`src/rtl/pipe_pkg.sv`:
```
// pipe_pkg: definitions shared by the RV32 pipeline control slice.
//   pipe_state_e : sequencer states (RUN, MEM_WAIT, REDIRECT)
//   REG_IDX_W    : architectural register index width
//   NOP_INSTR    : instruction loaded into IF/ID on a flush (addi x0,x0,0)
//   FLUSH_PC     : PC value tagged onto a flushed IF/ID entry
package pipe_pkg;

  localparam int REG_IDX_W = 5;

  localparam logic [31:0] NOP_INSTR = 32'h00000013;
  localparam logic [31:0] FLUSH_PC  = 32'hffffffff;

  typedef enum logic [1:0] {
    RUN,
    MEM_WAIT,
    REDIRECT
  } pipe_state_e;

endpackage

```
`src/rtl/pipe_ctrl_hazard_detect.sv`:
```
// hazard_detect: combinational load-use hazard compare.
// Ports:
//   id_rs1, id_rs2         in  source registers of the instruction in ID
//   id_use_rs1, id_use_rs2 in  ID instruction actually reads that source
//   ex_valid, ex_is_load   in  EX holds a real load
//   ex_rd                  in  EX destination register
//   load_use               out ID needs a value the EX load has not produced yet
module hazard_detect
  import pipe_pkg::*;
(
  input  logic [REG_IDX_W-1:0] id_rs1,
  input  logic [REG_IDX_W-1:0] id_rs2,
  input  logic                 id_use_rs1,
  input  logic                 id_use_rs2,
  input  logic                 ex_valid,
  input  logic                 ex_is_load,
  input  logic [REG_IDX_W-1:0] ex_rd,
  output logic                 load_use
);

  logic rs1_match;
  logic rs2_match;

  assign rs1_match = id_use_rs1 && (id_rs1 == ex_rd);
  assign rs2_match = id_use_rs2 && (id_rs2 == ex_rd);

  // x0 is hardwired to zero, so a load targeting it never produces a value to wait for
  assign load_use = ex_valid && ex_is_load && (ex_rd != '0) && (rs1_match || rs2_match);

endmodule

```
`src/rtl/pipe_ctrl.sv`:
```
// pipe_ctrl: central stall/flush sequencer for the 5-stage RV32 pipeline.
// Priority: data-memory wait > EX redirect > load-use hazard.
// Parameters:
//   REDIR_CYCLES : extra IF/ID flush cycles after a redirect (0..15)
//   MEM_TIMEOUT  : MEM_WAIT cycles before mem_err is raised (1..65535)
// Ports:
//   clk, rst                 clock, synchronous active-high reset
//   id_rs1/rs2, id_use_rs*   ID source operands
//   ex_valid, ex_is_load,
//   ex_rd, ex_redirect       EX status
//   mem_req, mem_ack         MEM data access handshake
//   pc_hold .. mem_wb_bubble pipeline register controls (combinational)
//   mem_err                  sticky memory-timeout flag
//   perf_stall_cnt/flush_cnt performance counters
// Optional feature: define PIPE_CTRL_PERF_EN to build the performance
// counters; otherwise both counter ports are tied to 0.
module pipe_ctrl
  import pipe_pkg::*;
#(
  parameter int unsigned REDIR_CYCLES = 1,
  parameter int unsigned MEM_TIMEOUT  = 255
) (
  input  logic                 clk,
  input  logic                 rst,
  input  logic [REG_IDX_W-1:0] id_rs1,
  input  logic [REG_IDX_W-1:0] id_rs2,
  input  logic                 id_use_rs1,
  input  logic                 id_use_rs2,
  input  logic                 ex_valid,
  input  logic                 ex_is_load,
  input  logic [REG_IDX_W-1:0] ex_rd,
  input  logic                 ex_redirect,
  input  logic                 mem_req,
  input  logic                 mem_ack,
  output logic                 pc_hold,
  output logic                 if_id_hold,
  output logic                 if_id_flush,
  output logic                 id_ex_hold,
  output logic                 id_ex_flush,
  output logic                 ex_mem_hold,
  output logic                 mem_wb_bubble,
  output logic                 mem_err,
  output logic [31:0]          perf_stall_cnt,
  output logic [31:0]          perf_flush_cnt
);

  localparam logic [4:0]  REDIR_LOAD     = 5'(REDIR_CYCLES);
  localparam logic [4:0]  REDIR_LOAD_EXT = 5'(REDIR_CYCLES + 1);
  localparam logic [15:0] TIMEOUT_V      = 16'(MEM_TIMEOUT);

  pipe_state_e state;
  logic [4:0]  redir_cnt;
  logic        redir_pend;
  logic [15:0] wait_cnt;
  logic [15:0] wait_inc;
  logic        mem_err_q;

  logic load_use;
  logic mem_stall;

  logic pc_hold_c;
  logic if_id_hold_c;
  logic if_id_flush_c;
  logic id_ex_hold_c;
  logic id_ex_flush_c;
  logic ex_mem_hold_c;
  logic mem_wb_bubble_c;

  hazard_detect u_hazard_detect (
    .id_rs1     (id_rs1),
    .id_rs2     (id_rs2),
    .id_use_rs1 (id_use_rs1),
    .id_use_rs2 (id_use_rs2),
    .ex_valid   (ex_valid),
    .ex_is_load (ex_is_load),
    .ex_rd      (ex_rd),
    .load_use   (load_use)
  );

  assign mem_stall = mem_req && !mem_ack;

  // Saturating so a memory that never answers cannot wrap the counter and re-arm the timeout
  assign wait_inc = (wait_cnt == '1) ? wait_cnt : wait_cnt + 16'd1;

  // Controls must act in the cycle the condition appears, so they are decoded
  // from the current state and inputs rather than registered.
  always_comb begin
    pc_hold_c       = 1'b0;
    if_id_hold_c    = 1'b0;
    if_id_flush_c   = 1'b0;
    id_ex_hold_c    = 1'b0;
    id_ex_flush_c   = 1'b0;
    ex_mem_hold_c   = 1'b0;
    mem_wb_bubble_c = 1'b0;
    if (!rst) begin
      case (state)
        RUN: begin
          if (mem_stall) begin
            pc_hold_c       = 1'b1;
            if_id_hold_c    = 1'b1;
            id_ex_hold_c    = 1'b1;
            ex_mem_hold_c   = 1'b1;
            mem_wb_bubble_c = 1'b1;
          end else if (ex_redirect) begin
            if_id_flush_c = 1'b1;
            id_ex_flush_c = 1'b1;
          end else if (load_use) begin
            pc_hold_c     = 1'b1;
            if_id_hold_c  = 1'b1;
            id_ex_flush_c = 1'b1;
          end
        end
        MEM_WAIT: begin
          pc_hold_c       = 1'b1;
          if_id_hold_c    = 1'b1;
          id_ex_hold_c    = 1'b1;
          ex_mem_hold_c   = 1'b1;
          // On the ack cycle MEM/WB captures the load result instead of a bubble
          mem_wb_bubble_c = !mem_ack;
        end
        REDIRECT: begin
          if (mem_stall) begin
            pc_hold_c       = 1'b1;
            if_id_hold_c    = 1'b1;
            id_ex_hold_c    = 1'b1;
            ex_mem_hold_c   = 1'b1;
            mem_wb_bubble_c = 1'b1;
          end else begin
            if_id_flush_c = 1'b1;
            id_ex_flush_c = ex_redirect;
          end
        end
        default: ;
      endcase
    end
  end

  // Flush wins over hold on the same pipeline register
  assign pc_hold       = pc_hold_c;
  assign if_id_flush   = if_id_flush_c;
  assign if_id_hold    = if_id_hold_c && !if_id_flush_c;
  assign id_ex_flush   = id_ex_flush_c;
  assign id_ex_hold    = id_ex_hold_c && !id_ex_flush_c;
  assign ex_mem_hold   = ex_mem_hold_c;
  assign mem_wb_bubble = mem_wb_bubble_c;
  assign mem_err       = mem_err_q && !rst;

  // Sequencer state, redirect/wait counters and the sticky timeout flag.
  // A redirect seen while waiting on memory is parked in redir_pend and
  // replayed once the access completes, with one extra flush cycle because
  // the fetch that was in flight during the wait is also stale.
  always_ff @(posedge clk) begin
    if (rst) begin
      state      <= RUN;
      redir_cnt  <= '0;
      redir_pend <= 1'b0;
      wait_cnt   <= '0;
      mem_err_q  <= 1'b0;
    end else begin
      case (state)
        RUN: begin
          if (mem_stall) begin
            state    <= MEM_WAIT;
            wait_cnt <= '0;
            if (ex_redirect) redir_pend <= 1'b1;
          end else if (ex_redirect && (REDIR_CYCLES != 0)) begin
            redir_cnt <= REDIR_LOAD;
            state     <= REDIRECT;
          end
        end
        MEM_WAIT: begin
          if (mem_ack) begin
            wait_cnt <= '0;
            if (redir_pend || ex_redirect) begin
              state      <= REDIRECT;
              redir_cnt  <= REDIR_LOAD_EXT;
              redir_pend <= 1'b0;
            end else begin
              state <= RUN;
            end
          end else begin
            if (ex_redirect) redir_pend <= 1'b1;
            wait_cnt <= wait_inc;
            if (wait_inc >= TIMEOUT_V) mem_err_q <= 1'b1;
          end
        end
        REDIRECT: begin
          if (mem_stall) begin
            state      <= MEM_WAIT;
            wait_cnt   <= '0;
            redir_pend <= 1'b1;
          end else if (ex_redirect) begin
            if (REDIR_CYCLES == 0) begin
              state <= RUN;
            end else begin
              redir_cnt <= REDIR_LOAD;
            end
          end else if (redir_cnt <= 5'd1) begin
            redir_cnt <= '0;
            state     <= RUN;
          end else begin
            redir_cnt <= redir_cnt - 5'd1;
          end
        end
        default: state <= RUN;
      endcase
    end
  end

`ifdef PIPE_CTRL_PERF_EN
  logic [31:0] stall_cnt_q;
  logic [31:0] flush_cnt_q;

  // Free-running event counters; they wrap rather than saturate
  always_ff @(posedge clk) begin
    if (rst) begin
      stall_cnt_q <= '0;
      flush_cnt_q <= '0;
    end else begin
      if (pc_hold_c)     stall_cnt_q <= stall_cnt_q + 32'd1;
      if (if_id_flush_c) flush_cnt_q <= flush_cnt_q + 32'd1;
    end
  end

  assign perf_stall_cnt = rst ? 32'd0 : stall_cnt_q;
  assign perf_flush_cnt = rst ? 32'd0 : flush_cnt_q;
`else
  assign perf_stall_cnt = 32'd0;
  assign perf_flush_cnt = 32'd0;
`endif

endmodule

```
`config.mk`:
```
export PLATFORM = sky130hd
export DESIGN_NAME = pipe_ctrl
export DESIGN_NICKNAME = d
export VERILOG_FILES = /design/src/rtl/pipe_pkg.sv /design/src/rtl/pipe_ctrl_hazard_detect.sv /design/src/rtl/pipe_ctrl.sv
export SDC_FILE = /design/constraint.sdc
export NUM_CORES = 1
export LEC_CHECK = 0
export CORE_MARGIN = 5
export CORE_UTILIZATION = 45
export DETAILED_ROUTE_END_ITERATION = 10
export GPL_TIMING_DRIVEN = 0
export HOLD_SLACK_MARGIN = 0.02
export PLACE_DENSITY = 0.88
export SLEW_MARGIN = 20
export SYNTH_ARGS = -nofsm -noshare
export SYNTH_HDL_FRONTEND = slang
export SYNTH_HIERARCHICAL = 1
export SYNTH_SLANG_ARGS = --single-unit
export TNS_END_PERCENT = 30
```
`constraint.sdc`:
```
create_clock -name clk -period 2.9 [get_ports clk]
set_input_delay 0.58 -clock clk [delete_from_list [all_inputs] [get_ports clk]]
set_output_delay 0.58 -clock clk [all_outputs]
set_load 0.01 [all_outputs]
```
==> flow_results.xml, run 1 <==
<?xml version="1.0" encoding="UTF-8"?>
<metrics>
  <group name="placed_design">
    <metric name="port-buffer-count" unit="">30</metric>
    <metric name="dpl.cell_count" unit="">500</metric>
    <metric name="place_worst_setup_slack" unit="ns">-0.735</metric>
    <metric name="placed_cell_area" unit="um2">3150</metric>
    <metric name="gp_congestion" unit="">0.910</metric>
    <metric name="detailed_place_hpwl" unit="mm">4.83</metric>
  </group>
  <group name="timing">
    <metric name="setup_viol_count_final" unit="">0</metric>
    <metric name="rsz0062_at_grt" unit="">yes</metric>
    <metric name="setup_tns_final" unit="ns">0</metric>
    <metric name="min_period_over_period" unit="%">98.1</metric>
    <metric name="report.final.hold_viol_count" unit="">0</metric>
    <metric name="transition_time_at_the_pin_with_the_least_slew_margin" unit="ns">0.795</metric>
    <metric name="fin_worst_hold_slack" unit="ns">0.493</metric>
    <metric name="worst_slew_margin_rel" unit="%">46.6</metric>
    <metric name="slew_viol_final" unit="">0</metric>
    <metric name="layout_min_cycle_time" unit="ns">2.85</metric>
    <metric name="clock-skew-final" unit="ns">0.00216</metric>
    <metric name="final_critical_path_setup_slack" unit="ns">0.0545</metric>
    <metric name="max_freq" unit="MHz">351</metric>
  </group>
  <group name="setup_path">
    <metric name="crit_required" unit="ns">2.32</metric>
    <metric name="startpoint" unit="">rst</metric>
    <metric name="slowest_stage" unit="">clkdlybuf4s50_1</metric>
    <metric name="crit_arrival" unit="ns">2.27</metric>
    <metric name="r2r-start" unit="">state[0]</metric>
    <metric name="setup.worst_path.end_class" unit="">output pin</metric>
    <metric name="ordered_cell_list_for_the_critical_path" unit="">clkdlybuf4s50_1, clkbuf_4, clkbuf_4, nor2_1, clkdlybuf4s50_1</metric>
    <metric name="critical_path_class" unit="">input pin to output pin</metric>
    <metric name="crit_path_max_incr_delay" unit="ns">0.60</metric>
    <metric name="top_delay_family_on_crit_path" unit="">buffers and inverters</metric>
    <metric name="critical_path.startpoint_type" unit="">input pin</metric>
    <metric name="path_max_fanout" unit="">10</metric>
    <metric name="cp_bufs_invs" unit="">4</metric>
  </group>
  <group name="synth">
    <metric name="synth.top_cell.area_share" unit="%">19.9</metric>
    <metric name="yosysWarningCount" unit="">6</metric>
    <metric name="synth-seq-cells" unit="">25</metric>
    <metric name="yosys-top-cells-area" unit="">dfxtp_1 20%, buf_4 19%, a21oi_1 6.2%</metric>
    <metric name="synth.lib_cells_used.distinct" unit="">60</metric>
    <metric name="postSynth.asyncResetShare" unit="%">0</metric>
    <metric name="post_synth_inst_count" unit="">335</metric>
    <metric name="synth_largest_area_cell" unit="">dfxtp_1</metric>
    <metric name="synth_enable_flop_cells" unit="">0</metric>
    <metric name="post_synthesis_cell_area" unit="um2">2520</metric>
    <metric name="syn_avg_cell_area" unit="um2">7.52</metric>
    <metric name="yosysSeqAreaShare" unit="%">19.9</metric>
    <metric name="synth_top_flop_cell" unit="">dfxtp_1</metric>
  </group>
  <group name="clocking">
    <metric name="cts-buffers-inserted" unit="">3</metric>
    <metric name="cts.clk_slew.worst_paths" unit="ns">0.09</metric>
    <metric name="cts_hold_buf" unit="">0</metric>
    <metric name="clockBufferDepth" unit="">2</metric>
    <metric name="ctsHtreeMaxLevel" unit="">1</metric>
    <metric name="tritoncts" unit="">yes</metric>
    <metric name="clock_tree.root_cell" unit="">clkbuf_8</metric>
    <metric name="clock-sinks" unit="">25</metric>
    <metric name="clk_latency" unit="ns">0.28</metric>
  </group>
  <group name="power_and_ir_drop">
    <metric name="power_leakage" unit="nW">1.46</metric>
    <metric name="power_report.internal_total" unit="mW">0.607</metric>
    <metric name="switching_fraction" unit="%">34.7</metric>
    <metric name="clock_power_share" unit="%">23.3</metric>
    <metric name="pwr-share-seq" unit="%">39.1</metric>
    <metric name="power.combinational.fraction" unit="%">37.7</metric>
    <metric name="fin_total_pwr" unit="mW">0.930</metric>
    <metric name="ir_worst_vdd" unit="uV">183</metric>
    <metric name="power.density_cell_area" unit="nW/um2">291</metric>
    <metric name="netSwitchingPower" unit="mW">0.323</metric>
  </group>
  <group name="floorplan">
    <metric name="die_width" unit="um">84.8</metric>
    <metric name="floorplan.die.height" unit="um">84.8</metric>
    <metric name="floorplan.io_pins" unit="">96</metric>
    <metric name="rows" unit="">27</metric>
    <metric name="initial_core_utilization" unit="%">46.0</metric>
    <metric name="core-area" unit="um2">5470</metric>
    <metric name="design.die.area" unit="um2">7200</metric>
  </group>
  <group name="cells_and_area">
    <metric name="post-route-cell-area" unit="um2">3200</metric>
    <metric name="finalCoreUtilization" unit="%">58.5</metric>
    <metric name="fillCellCount" unit="">511</metric>
    <metric name="drive_gt1_share" unit="%">27.1</metric>
    <metric name="final-instance-count-excl-fill" unit="">504</metric>
    <metric name="num-nets-final" unit="">464</metric>
    <metric name="area_growth_syn_to_layout" unit="%">27.1</metric>
    <metric name="antenna_cells" unit="">0</metric>
  </group>
  <group name="global_routing">
    <metric name="grt_use_total" unit="%">16.9</metric>
    <metric name="globalRoute.totalOverflow" unit="">0</metric>
    <metric name="antenna_found_initial" unit="">0</metric>
    <metric name="grt_first_pass_wirelength" unit="mm">10.2</metric>
    <metric name="first_global_vias" unit="">2272</metric>
    <metric name="grt_max_degree" unit="">15</metric>
  </group>
  <group name="routing">
    <metric name="route.met2.wl" unit="mm">3.14</metric>
    <metric name="met1_length" unit="mm">2.49</metric>
    <metric name="ant_nets" unit="">0</metric>
    <metric name="via_count" unit="">2545</metric>
    <metric name="finalWirelength" unit="mm">6.26</metric>
    <metric name="drcViolationCount" unit="">0</metric>
    <metric name="maxUsedRoutingLayer" unit="">met4</metric>
    <metric name="routed-wl-met3" unit="um">489</metric>
    <metric name="drt_first_pass_iters" unit="">4</metric>
    <metric name="detailedRoute.firstIterationViolations" unit="">223</metric>
    <metric name="detail_route.wl_per_cell" unit="um">12.4</metric>
    <metric name="via_per_inst" unit="">5.05</metric>
  </group>
  <group name="job">
    <metric name="max_capacitance_violation_count" unit="">0</metric>
  </group>
  <group name="run_status">
    <metric name="run_status" unit="">finished, final reports clean</metric>
  </group>
  <group name="hold_path">
    <metric name="min_path_type" unit="">register to register</metric>
    <metric name="min_from" unit="">redir_cnt[4]</metric>
  </group>
</metrics>
==> layer usage <==
layer,up-vias,GRT usage [%]
li1,1255,-
met2,114,29.5
met4,0,7.19
met1,1163,20.6
met3,13,2.23
met5,-,0
==> cell usage after synthesis (all sizes together) (2+ instances only) <==
master	count
buf	71
nor2	35
a21oi	32
dfxtp	25
nor3	18
nand2	17
o21ai	16
inv	11
nand3	11
xor2	9
ha	7
a311oi	6
clkbuf	6
nand4	6
mux2i	5
nor4	5
o211ai	5
a22oi	4
a211oi	3
and3	3
nand3b	3
nor2b	3
and4	2
and4b	2
o2111ai	2
o21a	2
o31ai	2
or3	2
xnor2	2
==> path summary, 6_finish.rpt <==
path	depth (start not counted)	slack, ns	end
setup / recovery	5	0.05	ex_mem_hold
hold / removal	2	0.49	redir_cnt[4]
setup reg to reg	7	0.50	wait_cnt[9]
hold reg to reg	2	0.49	redir_cnt[4]
==> power groups by stage <==
stage	logic [mW]	registers [mW]	clock network, mW
6_report	0.350	0.363	0.217
5_1_grt	0.390	0.365	0.230
4_1_cts	0.338	0.363	0.222
3_5_place_dp	0.335	0.371	0
3_3_place_gp	0.331	0.371	0
2_1_floorplan	0.248	0.369	0
==> worst min-delay path, delay by kind of cell (launching register included) <==
family         cells  cell delay [ns]
AO/OA/AOI/OAI      2             0.13
flip-flops         1             0.32
==> layout by cell type (no fill, tap or decap), types with 8 or more instances in the layout <==
cell and count:
xor2_1 9, dfxtp_1 25, clkdlybuf4s50_1 13, nand2_1 16
nor2_1 33, buf_4 66, inv_1 11, clkbuf_2 8
nand3_1 10, nor3_1 15, o21ai_0 16, conb_1 64
a21oi_1 30
==> cell type report <==
cell class	count	area [um2]	share of cell area, %
Sequential cell	25	500	15.6
Clock inverter	1	5.00	0.156
Tap cell	72	90.1	2.81
Buffer	76	568	17.7
Timing Repair Buffer	31	270	8.44
Inverter	11	41.3	1.29
Multi-Input combinational cell	285	1690	52.6
Clock buffer	3	41.3	1.29
==> flip-flops by register name, indices dropped and copies added (netlist names) <==
name	count
redir_pend	1
state	2
wait_cnt	16
redir_cnt	5
mem_err_q	1
==> cells by family (layout without fill, tap and decap cells) <==
logic type | after synthesis | count (layout) | share of synthesized area [%]
mux | 6 | 6 | 2.43
fa+ha+maj | 7 | 7 | 3.48
compound gates | 82 | 82 | 20.9
other cells | 1 | 64 | 0.149
buf+inv | 88 | 122 | 24.0
xor+xnor | 11 | 11 | 3.82
simple gates | 115 | 115 | 25.4
flops | 25 | 25 | 19.9
==> what timing repair did <==
| action | CTS | global route |
|---|---|---|
| resized for setup | 42 | 30 |
| pin swaps | 8 | 13 |
| endpoints found under the setup margin | 5 | 6 |
| setup buffers | 1 | 0 |
No activity file was read; power rests on OpenSTA's default activity.
==> run 2: changes to the inputs <==
--- a/config.mk
+++ b/config.mk
@@ -5,11 +5,12 @@
 export SDC_FILE = /design/constraint.sdc
 export NUM_CORES = 1
 export LEC_CHECK = 0
+export CORE_ASPECT_RATIO = 1.2
 export CORE_MARGIN = 5
 export CORE_UTILIZATION = 45
 export DETAILED_ROUTE_END_ITERATION = 10
 export GPL_TIMING_DRIVEN = 0
-export HOLD_SLACK_MARGIN = 0.02
+export HOLD_SLACK_MARGIN = 0.06
 export PLACE_DENSITY = 0.88
 export SLEW_MARGIN = 20
 export SYNTH_ARGS = -nofsm -noshare
==> flow_results.xml, run 2 (same netlist as run 1, synthesis figures left out) <==
<?xml version="1.0" encoding="UTF-8"?>
<metrics>
  <group name="timing">
    <metric name="slew_viol_final" unit="">0</metric>
    <metric name="fin_worst_hold_slack" unit="ns">0.485</metric>
    <metric name="transition_time_at_the_pin_with_the_least_slew_margin" unit="ns">0.719</metric>
    <metric name="setup_viol_count_final" unit="">1</metric>
    <metric name="final_critical_path_setup_slack" unit="ns">-0.0753</metric>
    <metric name="clock-skew-final" unit="ns">0.00743</metric>
    <metric name="max_freq" unit="MHz">336</metric>
    <metric name="min_period_over_period" unit="%">103</metric>
    <metric name="worst_slew_margin_rel" unit="%">51.7</metric>
    <metric name="rsz0062_at_grt" unit="">yes</metric>
    <metric name="report.final.hold_viol_count" unit="">0</metric>
    <metric name="layout_min_cycle_time" unit="ns">2.98</metric>
  </group>
  <group name="clocking">
    <metric name="clock_tree.root_cell" unit="">clkbuf_8</metric>
    <metric name="clockBufferDepth" unit="">2</metric>
    <metric name="tritoncts" unit="">yes</metric>
    <metric name="cts-buffers-inserted" unit="">3</metric>
    <metric name="cts.clk_slew.worst_paths" unit="ns">0.08</metric>
    <metric name="ctsHtreeMaxLevel" unit="">1</metric>
    <metric name="clock-sinks" unit="">25</metric>
    <metric name="clk_latency" unit="ns">0.27</metric>
  </group>
  <group name="setup_path">
    <metric name="crit_arrival" unit="ns">2.40</metric>
    <metric name="crit_required" unit="ns">2.32</metric>
    <metric name="r2r-start" unit="">state[0]</metric>
    <metric name="critical_path_class" unit="">input pin to output pin</metric>
    <metric name="rr_endpoint" unit="">wait_cnt[7]</metric>
    <metric name="timing.reg2reg.setup_slack" unit="ns">0.49</metric>
    <metric name="critical_path.startpoint_type" unit="">input pin</metric>
    <metric name="timing.reg2reg.worst_path_depth" unit="">6</metric>
    <metric name="setup.worst_path.end_class" unit="">output pin</metric>
    <metric name="path_max_fanout" unit="">2</metric>
  </group>
  <group name="cells_and_area">
    <metric name="num-nets-final" unit="">466</metric>
    <metric name="reg.largest.list" unit="">wait_cnt (16), redir_cnt (5), state (2)</metric>
    <metric name="final-instance-count-excl-fill" unit="">496</metric>
    <metric name="fillCellCount" unit="">484</metric>
    <metric name="finalCoreUtilization" unit="%">60.5</metric>
    <metric name="post-route-cell-area" unit="um2">3250</metric>
    <metric name="max_ffs_per_register" unit="">16</metric>
    <metric name="layout.cells.most_common" unit="">buf_4</metric>
    <metric name="register_area" unit="um2">500</metric>
    <metric name="area_growth_syn_to_layout" unit="%">28.8</metric>
    <metric name="drive_gt1_share" unit="%">27.9</metric>
    <metric name="antenna_cells" unit="">0</metric>
    <metric name="largest-register" unit="">wait_cnt</metric>
    <metric name="most-common-layout-cells" unit="">69 x buf_4, 64 x conb_1, 33 x nor2_1</metric>
    <metric name="area_occupied_by_multi_input_gates" unit="um2">1720</metric>
  </group>
  <group name="routing">
    <metric name="drcViolationCount" unit="">0</metric>
    <metric name="detailedRoute.firstIterationViolations" unit="">193</metric>
    <metric name="ant_nets" unit="">0</metric>
    <metric name="detail_route.wl_per_cell" unit="um">13.4</metric>
    <metric name="finalWirelength" unit="mm">6.66</metric>
    <metric name="via_count" unit="">2545</metric>
    <metric name="via_per_inst" unit="">5.13</metric>
    <metric name="drt_first_pass_iters" unit="">4</metric>
  </group>
  <group name="global_routing">
    <metric name="globalRoute.totalOverflow" unit="">0</metric>
    <metric name="grt_use_total" unit="%">18.0</metric>
    <metric name="antenna_found_initial" unit="">0</metric>
    <metric name="first_global_vias" unit="">2564</metric>
    <metric name="grt_first_pass_wirelength" unit="mm">11.0</metric>
    <metric name="grt_max_degree" unit="">14</metric>
  </group>
  <group name="floorplan">
    <metric name="die_width" unit="um">78.3</metric>
    <metric name="design.die.area" unit="um2">7200</metric>
    <metric name="initial_core_utilization" unit="%">46.9</metric>
    <metric name="rows" unit="">29</metric>
    <metric name="floorplan.io_pins" unit="">96</metric>
    <metric name="core-area" unit="um2">5370</metric>
    <metric name="floorplan.die.height" unit="um">92.0</metric>
  </group>
  <group name="power_and_ir_drop">
    <metric name="power.density_cell_area" unit="nW/um2">287</metric>
    <metric name="ir_worst_vdd" unit="uV">172</metric>
    <metric name="power_leakage" unit="nW">1.49</metric>
    <metric name="fin_total_pwr" unit="mW">0.932</metric>
  </group>
  <group name="hold_path">
    <metric name="min_from" unit="">redir_cnt[1]</metric>
    <metric name="min_path_type" unit="">register to register</metric>
    <metric name="min_to" unit="">redir_cnt[1]</metric>
    <metric name="hold-path-cell-count" unit="">2</metric>
  </group>
  <group name="placed_design">
    <metric name="gp_congestion" unit="">0.943</metric>
    <metric name="detailed_place_hpwl" unit="mm">5.15</metric>
    <metric name="placed_cell_area" unit="um2">3130</metric>
    <metric name="port-buffer-count" unit="">30</metric>
    <metric name="dpl.cell_count" unit="">490</metric>
  </group>
  <group name="run_status">
    <metric name="run_status" unit="">complete, but fails checks</metric>
    <metric name="violated_checks" unit="">setup timing</metric>
  </group>
  <group name="job">
    <metric name="max_capacitance_violation_count" unit="">0</metric>
  </group>
</metrics>
[run 2: cell types whose count changed in the layout (fill, tap and decap cells not counted), moves of 2 or more]
cell,previous run,this run
nor4_2,0,2
clkdlybuf4s15_1,2,6
clkbuf_2,8,2
clkdlybuf4s50_1,13,11
xor2_2,0,2
buf_2,4,8
clkdlybuf4s15_2,2,0
buf_4,66,69
xor2_1,9,7
dlymetal6s2s_1,0,2
nor4_1,4,2
[run 2: report_power, final]
group | total (mW) | switching [mW] | internal (mW)
registers | 0.363 | 0.0107 | 0.353
logic | 0.360 | 0.197 | 0.163
clock network | 0.209 | 0.111 | 0.0983
[run 2: how the worst max path moves through the flow]
stage                       endpoint  startpoint
after floorplan           if_id_hold    ex_rd[2]
after global placement    if_id_hold    ex_rd[2]
after detailed placement  if_id_hold    ex_rd[0]
after CTS                 if_id_hold   id_rs1[2]
after global routing      if_id_hold   id_rs2[2]
final                     if_id_hold   id_rs2[2]
[run 2: per-layer routing]
metal / global-route usage [%] / share of wire (%) / vias up
met4: 6.27 / 1.6 / 0
met1: 19.7 / 38 / 1147
li1: - / - / 1264
met3: 2.45 / 6.2 / 14
met2: 34.9 / 55 / 120
met5: 0 / 0 / -
[run 2: stage by stage]
step	setup WS [ns]	setup TNS, ns
after floorplan	0.350	0
after global placement	-0.711	-2.72
after detailed placement	-0.775	-2.85
after CTS	-0.0515	-0.0704
after global routing	-0.131	-0.216
final	-0.0753	-0.0753
[run 2: area by class of cell]
class                           instances  share of cell area (%)
Tap cell                               62                    2.39
Timing Repair Buffer                   33                    9.13
Inverter                               11                    1.27
Sequential cell                        25                    15.4
Multi-Input combinational cell        285                    52.9
Buffer                                 76                    17.5
Clock buffer                            4                    1.39
[run 2: timing repair]
| action | 4_1_cts | 5_1_grt |
|---|---|---|
| endpoints found under the setup margin | 5 | 7 |
| pin swaps | 10 | 9 |
| buffers inserted | 3 | 0 |
| resized for setup | 52 | 28 |
| hold buffers | 0 | 0 |
[run 2: critical path: stages]
cell     delay (ns)
buf_6          0.10
xor2_2         0.17
nor4_2         0.32
nand3_2        0.14
a21oi_2        0.18
nand2_2        0.09
nor2_2         0.13
nor3_2         0.06
nor3_2         0.24
buf_4          0.15
o21a_1         0.11
buf_2          0.13
